--- src/rtl/display_port.sv ---
// CPU-visible output port: shadow register, hold-off commit to the 7-segment value, readback.
// Optional status register at ADDR+1 when DISPLAY_PORT_STATUS_EN is defined.
module display_port #(
    parameter logic [15:0] ADDR        = 16'hD000,
    parameter int          HOLD_CYCLES = 1000000
) (
    input  logic        clk,
    input  logic        rst,
    input  logic [15:0] addr,
    input  logic [7:0]  data_in,
    input  logic        we,
    input  logic        cpu_en,
    output logic [7:0]  data_out,
    output logic        data_oe,
    output logic [7:0]  value,
    output logic        value_update
);

    typedef enum logic {IDLE, HOLD} state_t;

    localparam logic [23:0] RELOAD = (HOLD_CYCLES == 0) ? 24'(0) : 24'(HOLD_CYCLES - 1);

    state_t      state, state_next;
    logic [23:0] cnt, cnt_next;
    logic [7:0]  shadow;
    logic [7:0]  status;
    logic [7:0]  commit_val;
    logic        commit;
    logic        wr_d, rd_d, rd_s;

    assign wr_d = cpu_en && (addr == ADDR) && we;
    assign rd_d = cpu_en && (addr == ADDR) && !we;

`ifdef DISPLAY_PORT_STATUS_EN
    logic overrun;

    assign rd_s   = cpu_en && (addr == ADDR + 16'd1) && !we;
    assign status = {6'b0, overrun, state == HOLD};

    // A write landing in HOLD sets the flag even if a status read clears it on the same edge.
    always_ff @(posedge clk or posedge rst) begin
        if (rst)
            overrun <= 1'b0;
        else if (wr_d && state == HOLD)
            overrun <= 1'b1;
        else if (rd_s)
            overrun <= 1'b0;
    end
`else
    assign rd_s   = 1'b0;
    assign status = 8'h00;
`endif

    // NOTE: state registers use non-blocking assignments so every flop samples pre-edge values.
    always_ff @(posedge clk or posedge rst) begin
        if (rst) begin
            state        <= IDLE;
            cnt          <= '0;
            shadow       <= '0;
            value        <= '0;
            value_update <= 1'b0;
            data_out     <= '0;
            data_oe      <= 1'b0;
        end else begin
            state        <= state_next;
            cnt          <= cnt_next;
            value_update <= commit;
            data_oe      <= rd_d || rd_s;
            if (wr_d)
                shadow <= data_in;
            if (commit)
                value <= commit_val;
            if (rd_d)
                data_out <= shadow;
            else if (rd_s)
                data_out <= status;
        end
    end

    // NOTE: every output of this block gets a default first, so no path can infer a latch.
    always_comb begin
        state_next = state;
        cnt_next   = cnt;
        commit     = 1'b0;
        commit_val = shadow;
        if (HOLD_CYCLES == 0) begin
            commit     = wr_d;
            commit_val = data_in;
        end else begin
            case (state)
                IDLE: begin
                    if (wr_d) begin
                        state_next = HOLD;
                        cnt_next   = RELOAD;
                    end
                end
                HOLD: begin
                    if (wr_d)
                        cnt_next = RELOAD;
                    else if (cnt != 24'd0)
                        cnt_next = cnt - 24'd1;
                    else begin
                        commit     = 1'b1;
                        state_next = IDLE;
                    end
                end
                default: state_next = IDLE;
            endcase
        end
    end

endmodule

--- config.mk ---
export PLATFORM = sky130hd
export DESIGN_NAME = display_port
export DESIGN_NICKNAME = d
export VERILOG_FILES = /design/src/rtl/display_port.sv
export SDC_FILE = /design/constraint.sdc
export NUM_CORES = 1
export LEC_CHECK = 0
export CAP_MARGIN = 25
export CELL_PAD_IN_SITES_DETAIL_PLACEMENT = 0
export CELL_PAD_IN_SITES_GLOBAL_PLACEMENT = 1
export CORE_MARGIN = 4
export CORE_UTILIZATION = 40
export DETAILED_ROUTE_END_ITERATION = 8
export HOLD_SLACK_MARGIN = 0.08
export PLACE_DENSITY = 0.78
export SETUP_SLACK_MARGIN = 0.02
export SYNTH_ARGS = -nofsm -noshare
export SYNTH_HDL_FRONTEND = slang
export SYNTH_SLANG_ARGS = --single-unit
--- constraint.sdc ---
create_clock -name clk -period 4.6 [get_ports clk]
set_clock_uncertainty 0.05 [all_clocks]
set_input_delay 0.46 -clock clk [delete_from_list [all_inputs] [get_ports clk]]
set_output_delay 0.46 -clock clk [all_outputs]
set_load 0.02 [all_outputs]
==> impl_metrics.ini <==
[setup_path]
path_buf_inv = 1
crit_path_max_incr_delay_ps = 850
critical-path-slowest-cell = and4_1
worstRegToRegCells = 4
critPathMaxFanout = 19
worst_r2r_startpoint = cnt[2]$_DFFE_PP0P_
required_ps = 4750
crit_family = simple AND/OR/NAND/NOR gates
worstSetupPathType = in2reg
worst_setup_path_end_kind = register
setup.reg_to_reg.worst_slack_ps = 1890
worst-endpoint-arrival_ps = 2990
critical_path.reg2reg.endpoint = value[4]$_DFFE_PP0P_
cp_cell_sequence = clkdlybuf4s50_1, nor4_1, nor3b_1, and4_1, mux2_2
critical_path.startpoint_type = input port

[timing]
max-slew-margin-rel_pct = 41.5
post_route_fraction_of_the_period_consumed_by_the_critical_path_pct = 61.7
grt_setup_unrepaired = no
post-route-worst-setup-slack_ps = 1760
timing_worst_slew_pin_value_ps = 870
hold_viol_final = 0
setup_violations = 0
layout_min_cycle_time_ps = 2840
maxSlewViolCount = 0
setup-tns-final_ps = 0
maxClockFrequency_mhz = 352

[finish]
diodes = 0
multi_input_area_um2 = 1350
storage_element_area_um2 = 1280
syn_to_final_growth_pct = 21.9
nets = 318
post_route_cells_drive_above_1_share_pct = 15.6
fillers = 618
layout.core_utilization_pct = 50.9

[run]
drv_cap = 0

[clock_network]
holdBufCountCts = 0
ctsLongestPathBuffers = 2
worst_skew_pair_latency_ps = 310
numClockSinks = 51
cts.root.buffer_cell = clkbuf_8
cts.repair_timing.setup_buffer_count = 0
clock_buffers_created_by_tritoncts = 5
cts-resized-gates = 0
tritoncts = built
cts.reportedPaths.clkPinSlew_ps = 100
cts_htree_levels = 2

[logic_synthesis]
syn_inst = 249
synth.net_count = 279
syn_avg_cell_area_um2 = 10.8
synth_async_sr_flop_share_pct = 100
ys_types = 44
synth_warnings = 0
synth_seq_cells = 51
yosysMostFrequentCell = dfrtp_1
synth_edf_count = 0
yosys_most_used_dff = dfrtp_1
synthTopCellsByArea = dfrtp_1 (47%), mux2_2 (10%), mux2i_1 (3.3%), a21oi_1 (2.8%), nor4_1 (2.8%)
seq_area_frac_synth_pct = 47.3
synth.largest_area_cell = dfrtp_1
ys_top_cells_by_count = dfrtp_1 (51), mux2_2 (25), a21oi_1 (15)
synth_top_cell_area_share_pct = 47.3
netlist_area_um2 = 2700

[floorplanning]
floorplan.die.width_um = 90.1
dieArea_um2 = 8120
fp-row-count = 29
pin_count = 46
floorplan.die.height_um = 90.1
core_area_um2 = 6460
initial_core_util_pct = 41.7

[route]
route.vias.total = 2193
routed_wire_length_per_instance_um = 17.7
drt.antenna.violating_nets = 0
wl_um = 6470
drt_drc_violations_left = 0
drtPass1Iterations = 4
vias_per_cell = 5.99
drt_first_iter_violations = 116

[hold_path]
min_to = value[2]$_DFFE_PP0P_
worstHoldStart = value[2]$_DFFE_PP0P_
hold_class = reg2reg
worstHoldPathCells = 1

[global_route]
grt_pass1_vias = 2180
grtUsageTotal_pct = 16.2
first_pass_grt_wire_length_um = 10800
maximum_number_of_pins_on_one_net_before_global_route_repair = 52
remaining_global_route_overflow = 0
antenna_found_initial = 0

[outcome]
run_status = finished clean

[placement]
globalplace.congestion = 0.828
pre_cts_ws_ps = 1420
buffer_ports.inserted = 45
hpwlAfterDp_um = 4550

[power]
cellLeakagePower_uw = 0.00128
powerDensity_nw_per_um2 = 229
vdd_drop_max_uv = 118
[area by class of cell]
type	count	area share, %
Multi-Input combinational cell	179	41.0
Sequential cell	51	38.8
Timing Repair Buffer	46	13.9
Tap cell	77	2.93
Clock buffer	5	2.09
Clock inverter	3	0.685
Inverter	5	0.571
[worst max-delay path by stage]
| stage | start | to | slack [ps] | depth (start not counted) |
|---|---|---|---|---|
| 6_report | addr[1] | commit_val[7]$_DFFE_PP0P_ | 1760 | 5 |
| 5_1_grt | addr[0] | commit_val[1]$_DFFE_PP0P_ | 1600 | 5 |
| 4_1_cts | addr[1] | commit_val[1]$_DFFE_PP0P_ | 1770 | 5 |
| 3_5_place_dp | addr[1] | commit_val[7]$_DFFE_PP0P_ | 1420 | 5 |
| 3_3_place_gp | addr[1] | commit_val[5]$_DFFE_PP0P_ | 1450 | 5 |
| 2_1_floorplan | cnt[2]$_DFFE_PP0P_ | cnt[12]$_DFFE_PP0P_ | 2340 | 5 |
[sequential cells by signal (all words and copies together), names as in the netlist]
register,count
state,1
value,8
value_update,1
data_oe,1
commit_val,8
data_out,8
cnt,24
[power breakdown]
| part | internal [uW] | switching (uW) | total [uW] |
|---|---|---|---|
| logic | 22.5 | 17.4 | 39.9 |
| registers | 448 | 0.260 | 448 |
| clock network | 109 | 156 | 266 |
| total | 580 | 174 | 754 |
[layer usage]
layer | vias to the layer above | wire, um | GRT usage (%) | share of wire [%]
li1 | 1062 | - | - | -
met1 | 1074 | 3050 | 22.0 | 47
met2 | 49 | 3070 | 26.0 | 47
met3 | 8 | 291 | 3.76 | 4.5
met4 | 0 | 55 | 4.08 | 0.85
met5 | - | 0 | 0 | 0
[cell families after synthesis]
group / count (synthesis) / synth area share, %
compound gates: 61 / 15.5
fa+ha+maj: 2 / 0.928
buf+inv: 19 / 2.74
flops: 51 / 47.3
mux: 34 / 13.8
simple gates: 82 / 19.7
[layout by cell type (no fill, tap or decap), drive strengths merged, types with 5 or more instances in the layout]
master	n
o21ai	13
mux2	25
or4	7
nor2	8
a211oi	6
dfrtp	51
nor4	12
clkbuf	5
and4	7
a21oi	15
mux2i	9
clkdlybuf4s50	45
inv	6
or2	6
nand4	9
nor3	8
a21boi	5
[per-stage QoR]
| step | power (uW) | std cells | cell area [um2] | hold slack [ps] |
|---|---|---|---|---|
| global route | 788 | 366 | 3290 | 483 |
| detailed placement | 498 | 358 | 3200 | 445 |
| finish | 754 | 366 | 3290 | 464 |
| floorplan | 468 | 249 | 2700 | 442 |
| global placement | 498 | 358 | 3200 | 444 |
| CTS | 765 | 366 | 3290 | 469 |
[worst reg2reg max path: stages, from the launching register on]
cell	delay (ps)
dfrtp_1	440
nor4_1	600
nand3_1	440
a2111oi_4	670
mux2_2	410
No activity file was read; power rests on OpenSTA's default activity.
